===== config.mk =====
export PLATFORM = sky130hd
export DESIGN_NAME = digit_scan_scheduler
export DESIGN_NICKNAME = d
export VERILOG_FILES = /design/src/rtl/display_pkg.sv /design/src/rtl/scan_timer.sv /design/src/rtl/digit_scan_scheduler.sv
export SDC_FILE = /design/constraint.sdc
export NUM_CORES = 1
export LEC_CHECK = 0
export BUFFER_PORTS_ARGS = -buffer_cell sky130_fd_sc_hd__buf_2
export CORE_MARGIN = 1.5
export CORE_UTILIZATION = 30
export CTS_CLUSTER_SIZE = 30
export DETAILED_ROUTE_END_ITERATION = 6
export GPL_ROUTABILITY_DRIVEN = 0
export MAX_ROUTING_LAYER = met4
export PLACE_DENSITY = 0.47
export SYNTH_ARGS = -nofsm -noshare
export SYNTH_HDL_FRONTEND = slang
export SYNTH_SLANG_ARGS = --single-unit

===== constraint.sdc =====
create_clock -name clk -period 8.6 [get_ports clk]
set_input_delay 1.29 -clock clk [delete_from_list [all_inputs] [get_ports clk]]
set_output_delay 1.29 -clock clk [all_outputs]
set_load 0.01 [all_outputs]

===== src/rtl/display_pkg.sv =====
// display_pkg: shared scan states, brightness width and default 24 MHz timing
package display_pkg;
  typedef enum logic [1:0] {IDLE, BLANK, ON} scan_state_t;
  localparam int BRIGHT_W = 3;
  localparam int DEF_DWELL_CYCLES = 24000;
  localparam int DEF_BLANK_CYCLES = 240;
endpackage


===== src/rtl/scan_timer.sv =====
// scan_timer: loadable down-counter, done while the count sits at zero
module scan_timer #(
  parameter int W = 8
) (
  input  logic         clk,
  input  logic         reset,
  input  logic         load,
  input  logic [W-1:0] load_val,
  output logic [W-1:0] count,
  output logic         done
);
  assign done = count == '0;
  always_ff @(posedge clk)
    if (reset) count <= '0;
    else if (load) count <= load_val;
    else if (!done) count <= count - W'(1);
endmodule


===== src/rtl/digit_scan_scheduler.sv =====
// digit_scan_scheduler: blanked, PWM-dimmed digit multiplexing for a shared segment bus
module digit_scan_scheduler
  import display_pkg::*;
#(
  parameter int NUM_DIGITS = 2,
  parameter int DWELL_CYCLES = DEF_DWELL_CYCLES,
  parameter int BLANK_CYCLES = DEF_BLANK_CYCLES,
  localparam int SW = NUM_DIGITS > 1 ? $clog2(NUM_DIGITS) : 1,
  localparam int CW = $clog2((DWELL_CYCLES > BLANK_CYCLES ? DWELL_CYCLES : BLANK_CYCLES) + 1)
) (
  input  logic                  clk,
  input  logic                  reset,
  input  logic                  enable,
  input  logic [BRIGHT_W-1:0]   brightness,
  output logic [SW-1:0]         digit_sel,
  output logic [NUM_DIGITS-1:0] digit_en,
  output logic                  blank,
  output logic                  frame_start
);
  localparam int PW = CW + 3;
  scan_state_t state, state_d;
  logic [SW-1:0] sel_d;
  logic [CW-1:0] on_cycles, on_d, load_val, count;
  logic load, done, lit;
  scan_timer #(.W(CW)) u_timer (
    .clk(clk), .reset(reset), .load(load), .load_val(load_val), .count(count), .done(done)
  );
  always_ff @(posedge clk)
    if (reset) begin
      state <= IDLE;
      digit_sel <= '0;
      on_cycles <= '0;
    end else begin
      state <= state_d;
      digit_sel <= sel_d;
      on_cycles <= on_d;
    end
  always_comb begin
    state_d = state;
    sel_d = digit_sel;
    on_d = on_cycles;
    load = 1'b0;
    load_val = CW'(BLANK_CYCLES - 1);
    if (!enable) begin
      state_d = IDLE;
      sel_d = '0;
    end else
      case (state)
        IDLE: begin
          state_d = BLANK;
          load = 1'b1;
        end
        BLANK: if (done) begin
          state_d = ON;
          load = 1'b1;
          load_val = CW'(DWELL_CYCLES - 1);
          on_d = CW'((PW'(brightness) + PW'(1)) * PW'(DWELL_CYCLES) >> 3);
        end
        ON: if (done) begin
          state_d = BLANK;
          load = 1'b1;
          sel_d = digit_sel == SW'(NUM_DIGITS - 1) ? '0 : digit_sel + SW'(1);
        end
        default: state_d = IDLE;
      endcase
  end
  // count runs DWELL-1..0 in ON, so elapsed < on_cycles <=> count >= DWELL - on_cycles
  assign lit = state == ON && count >= CW'(DWELL_CYCLES) - on_cycles;
  assign digit_en = lit ? NUM_DIGITS'(1) << digit_sel : '0;
  assign blank = ~|digit_en;
  assign frame_start = state == ON && digit_sel == '0 && count == CW'(DWELL_CYCLES - 1);
endmodule


==> flow_summary.ini, run 1 <==
[run_status]
status = completed

[grt]
grt_max_degree = 35
antenna_found_initial = 0
grt_pass1_wl_mm = 9.88
grt_usage_pct = 13.2
grt_pass1_vias = 1998
grt.overflow.total = 0

[placed_design]
port_buffers = 10
hpwl_mm = 4.81

[synthesis]
synth_cell_type_count = 54
synth.net_count = 360
synth.area.top_cells = dfxtp_1, ha_1, xnor2_1
ys_ff_latch = 30
yosysTopAreaCell = dfxtp_1
avgSynthCellArea_um2 = 8.49
yosysSeqAreaShare_pct = 22.7
syn_inst = 312
synth_ff_type = dfxtp_1
synthTopCellsByCount = ha_1, dfxtp_1, inv_1, a21oi_1, nor2_1
yosysMostFrequentCell = ha_1
syn_area_um2 = 2650
synthArstFlopShare_pct = 0
yosys_warnings = 0
synth_edf_count = 0
yosys.area.top_type_share_pct = 22.7

[clocking]
tritoncts = done
hold_buffers = 0
htree_levels = 2
cts_root_buffer = clkbuf_8
clk_pin_slew_ps = 70
cts_resized = 0
numCtsBuffers = 5
clockBufferDepth = 2
cts_sinks = 30
clk_latency_ps = 290
postCtsSetupBuffers = 0

[sta]
fin_crit_ps = 4700
fin_crit_sh_pct = 54.7
clock.fmax_ghz = 0.213
worst_slew_pin_slew_ps = 772
slew_headroom_pct = 47.2
finalClockSkew_ps = 15.5
drv_slew = 0
hold_viol = 0
fin_tns_setup_ps = 0
setup_viol = 0
grt_setup_unrepaired = false

[final_layout]
drive_above_1_share_pct = 8.18
multi_input_area_um2 = 1880
areaGrowthSynthToFinish_pct = 8.22
regArea_um2 = 601
fill_cells = 938
diodes = 0
nets = 365

[floorplan]
start_util_pct = 30.7
coreArea_um2 = 8640
die_h_um = 96.9
die_x_um = 96.9
num_rows = 34
ioPinCount = 11
dieArea_um2 = 9400

[drt]
drc = 0
drt_iter0_drc = 82
vias_per_cell = 5.15
dr.pass1.iters = 4
via_count = 2196
post_drt_wl_per_cell_um = 14.2
detail-route-antenna-nets = 0
route.final.wire_length_mm = 6.04

[worst_setup_path]
r2r-start = u_timer.count[0]$_SDFFE_PP0P_
worst-r2r-setup-slack_ps = 6070
crit_chain = buf_2 -> ha_1 -> xor2_1 -> inv_1 -> fa_1 -> ha_1 -> inv_1 -> fa_1 -> nand2b_1 -> a2111oi_0 -> o41ai_1 -> xor2_1 -> o31ai_1
crit_required_ps = 8800
reg2reg_depth = 7
critPathMaxFanout = 7
crit_family = adder cells
worstSetupStartpointType = primary input
critPathKind = primary input to register
r2r-end = on_cycles[10]$_SDFFE_PP0P_
critPathMaxStageDelay_ps = 710
path_depth = 13
cp_slowest_cell = a2111oi_0
endpoint = on_cycles[13]$_SDFFE_PP0P_
critPathLaunch = brightness[0]
cp-end-kind = register
worst-path-buf-inv = 3
worstPathArrival_ps = 4900

[hold_path]
hp-class = register to register

[power]
p_leak_nw = 1.16
p_total_mw = 0.442
powerDensity_nw_per_um2 = 154
vdd_drop_max_mv = 0.0551

[run]
maxCapViolCount = 0
==> worst reg2reg max path, delay by kind of cell, from the launching register on <==
family | cells | cell delay, ps
and+or+nand+nor | 5 | 1740
DFF | 1 | 330
adders and majority gates | 1 | 320
buffers and inverters | 1 | 90
==> placed cells by master (no fill, tap or decap), types with 3 or more instances in the layout <==
master,instances
nand2_1,18
or4_1,3
dfxtp_1,30
and3_1,4
o41ai_1,3
xnor2_1,14
nand2b_1,6
nand4b_1,6
buf_2,10
nor2b_1,4
fa_1,6
a211oi_1,7
o31ai_1,3
a21oi_1,22
inv_1,27
o21ai_0,13
xor2_1,13
nand3b_1,6
nor3_1,12
clkbuf_8,6
ha_1,36
nor2_1,20
nand3_1,10
==> layout make-up <==
| class | count | area share, % |
|---|---|---|
| multi-input combinational | 243 | 65.7 |
| inverter | 27 | 3.54 |
| timing repair buffer | 10 | 1.75 |
| clock buffer | 6 | 2.88 |
| tap | 108 | 4.72 |
| clock inverter | 2 | 0.437 |
| sequential | 30 | 21.0 |
==> routing by layer <==
layer	part of all wire [%]	GRT usage [%]
met5	0	-
met4	1.3	4.35
met3	2.3	2.17
met2	43	19.6
met1	54	18.4
==> cell families (layout without fill, tap and decap cells) <==
group / Yosys count / after routing / share of synthesized area (%)
AND/OR/NAND/NOR: 105 / 105 / 22.9
multiplexers: 1 / 1 / 0.378
buffers and inverters: 39 / 45 / 6.19
AO/OA/AOI/OAI: 68 / 68 / 17.3
adder cells (fa/ha/maj): 42 / 42 / 21.6
XOR/XNOR: 27 / 27 / 8.93
flip-flops: 30 / 30 / 22.7
==> worst min-delay path by stage <==
stage / depth (start not counted) / startpoint / endpoint / slack [ps]
2_1_floorplan: 2 / on_cycles[8]$_SDFFE_PP0P_ / on_cycles[8]$_SDFFE_PP0P_ / 470
6_report: 2 / on_cycles[8]$_SDFFE_PP0P_ / on_cycles[8]$_SDFFE_PP0P_ / 510
3_5_place_dp: 2 / on_cycles[8]$_SDFFE_PP0P_ / on_cycles[8]$_SDFFE_PP0P_ / 500
5_1_grt: 2 / on_cycles[8]$_SDFFE_PP0P_ / on_cycles[8]$_SDFFE_PP0P_ / 530
3_3_place_gp: 2 / on_cycles[8]$_SDFFE_PP0P_ / on_cycles[8]$_SDFFE_PP0P_ / 490
4_1_cts: 2 / on_cycles[8]$_SDFFE_PP0P_ / on_cycles[8]$_SDFFE_PP0P_ / 510
==> state kept, by name, summed over array words and instances (netlist names) <==
signal	count
on_cycles	12
state	2
digit_sel	1
u_timer.count	15
==> report_power, final <==
group          total (mW)  leakage, nW  switching [mW]  internal [mW]
Clock               0.123       0.0472          0.0589         0.0643
Sequential          0.160        0.245          0.0144          0.146
Combinational       0.158        0.868          0.0900         0.0684
==> through the flow <==
stage	area [um^2]	util (%)	worst slack (ps)	hold WS [ps]	cells
2_1_floorplan	2650	-	4200	470	312
3_3_place_gp	2770	32.1	3730	489	418
3_5_place_dp	2770	32.1	3610	498	418
4_1_cts	2870	33.2	3920	505	426
5_1_grt	2870	33.2	3570	534	426
6_report	2870	33.2	3900	505	426
Note: power is estimated with default switching activity, not from simulation.
==> inputs of run 2 (changes only) <==
==> constraint.sdc (replaced) <==
create_clock -name clk -period 4.7 [get_ports clk]
set_input_delay 0.705 -clock clk [delete_from_list [all_inputs] [get_ports clk]]
set_output_delay 0.705 -clock clk [all_outputs]
set_load 0.01 [all_outputs]
==> flow_summary.ini, run 2 (synthesis results as in run 1) <==
[final_layout]
fill_cells = 929
regArea_um2 = 601
largest_registers = u_timer.count x15, on_cycles x12, state x2
diodes = 0
areaGrowthSynthToFinish_pct = 8.51
largest_reg_flops = 15
largest-register = u_timer.count
drive_above_1_share_pct = 8.46
multi_input_area_um2 = 1880
final_common_cell = ha_1
final_area_um2 = 2870
nets = 366
mostFrequentLayoutCells = ha_1, dfxtp_1, inv_1

[floorplan]
die_x_um = 96.9
coreArea_um2 = 8640
num_rows = 34
start_util_pct = 30.7
dieArea_um2 = 9400
die_h_um = 96.9
ioPinCount = 11

[placed_design]
port_buffers = 10
dp_slack_ps = 458
hpwl_mm = 4.83
placed_area_um2 = 2780

[power]
powerDensity_nw_per_um2 = 281
p_leak_nw = 1.17
vdd_drop_max_mv = 0.105
internal_power_mw = 0.511
p_comb_share_pct = 36.1
switching_share_pct = 36.8
p_switching_mw = 0.297
pwr-share-seq_pct = 36.3
pwr-share-clk_pct = 27.6

[clocking]
clk_latency_ps = 290
cts_sinks = 30
htree_levels = 2
cts_root_buffer = clkbuf_8
tritoncts = done
hold_buffers = 0
postCtsSetupBuffers = 0
clk_pin_slew_ps = 60
cts_resized = 0
numCtsBuffers = 5
clockBufferDepth = 2

[sta]
fin_crit_sh_pct = 83.6
fin_tns_setup_ps = 0
grt_setup_unrepaired = false
setup_viol = 0
slew_headroom_pct = 58.7
fin_crit_ps = 3930
finalWorstSetupSlack_ps = 772
worst_slew_pin_slew_ps = 619
clock.fmax_ghz = 0.255
hold_viol = 0
finalClockSkew_ps = 13.0
drv_slew = 0

[run]
maxCapViolCount = 0

[drt]
via_count = 2176
post_drt_wl_per_cell_um = 14.1
wl_met3_um = 183
dr.pass1.iters = 4
highest_layer = met4
vias_per_cell = 5.10
route.final.wire_length_mm = 6.02
drt_iter0_drc = 67
wl_met1_mm = 3.13
detail-route-antenna-nets = 0
met2WireLength_mm = 2.63
drc = 0

[hold_path]
hp-class = register to register

[worst_setup_path]
worst-path-buf-inv = 4
worstPathArrival_ps = 4120
crit_family = adder cells
cp_slowest_cell = fa_1
crit_chain = buf_2 -> ha_1 -> xor2_1 -> inv_1 -> fa_1 -> ha_1 -> inv_1 -> fa_1 -> nand2b_1 -> a2111oi_0 -> buf_4 -> o41ai_1 -> xor2_1 -> o31ai_1
worstSetupStartpointType = primary input
critPathKind = primary input to register
crit_required_ps = 4890
critPathMaxStageDelay_ps = 480
cp-end-kind = register
critPathMaxFanout = 7

[grt]
grt_pass1_vias = 2126
grt.overflow.total = 0
antenna_found_initial = 0
grt_usage_pct = 13.8
grt_max_degree = 35
grt_pass1_wl_mm = 10.4

[run_status]
status = completed
[run 2: stage by stage]
step | hold WS (ps) | power [mW] | cells | utilization (%)
4_1_cts | 511 | 0.816 | 427 | 33.3
3_3_place_gp | 490 | 0.591 | 419 | 32.2
2_1_floorplan | 470 | 0.527 | 312 | -
6_report | 512 | 0.808 | 427 | 33.3
5_1_grt | 543 | 0.871 | 427 | 33.3
3_5_place_dp | 502 | 0.592 | 419 | 32.2
[run 2: layout make-up]
cell class              instances  area share, %
multi-input cells             243           65.5
clock inverters                 2          0.436
inverters                      27           3.53
well taps                     108           4.70
repair buffers                 11           2.00
clock buffers                   6           2.87
flip-flops and latches         30           20.9
[run 2: worst register-to-register path: stages, from the launching register on]
cell and delay [ps]:
dfxtp_1 330, inv_1 90, ha_1 320, nor3b_2 320, and4_1 520, nand3_2 290, or4_1 540, nand3_1 80
[run 2: worst paths after layout]
path	from	endpoint	slack, ps	depth (start not counted)
min reg2reg	on_cycles[11]$_SDFFE_PP0P_	on_cycles[11]$_SDFFE_PP0P_	510	2
min	on_cycles[11]$_SDFFE_PP0P_	on_cycles[11]$_SDFFE_PP0P_	510	2
max reg2reg	u_timer.count[0]$_SDFFE_PP0P_	on_cycles[10]$_SDFFE_PP0P_	2160	7
max	brightness[0]	on_cycles[13]$_SDFFE_PP0P_	770	14
[run 2: power by group through the flow]
stage / combinational [mW] / clock, mW / sequential, mW
detailed placement: 0.293 / 0 / 0.299
floorplan: 0.240 / 0 / 0.287
global route: 0.333 / 0.242 / 0.296
global placement: 0.292 / 0 / 0.300
CTS: 0.294 / 0.228 / 0.293
finish: 0.292 / 0.223 / 0.293
[run 2: routing by layer]
layer | track usage, % | vias to the layer above
li1 | - | 1135
met1 | 19.3 | 994
met2 | 20.2 | 37
met3 | 2.17 | 10
met4 | 4.57 | 0
met5 | - | -
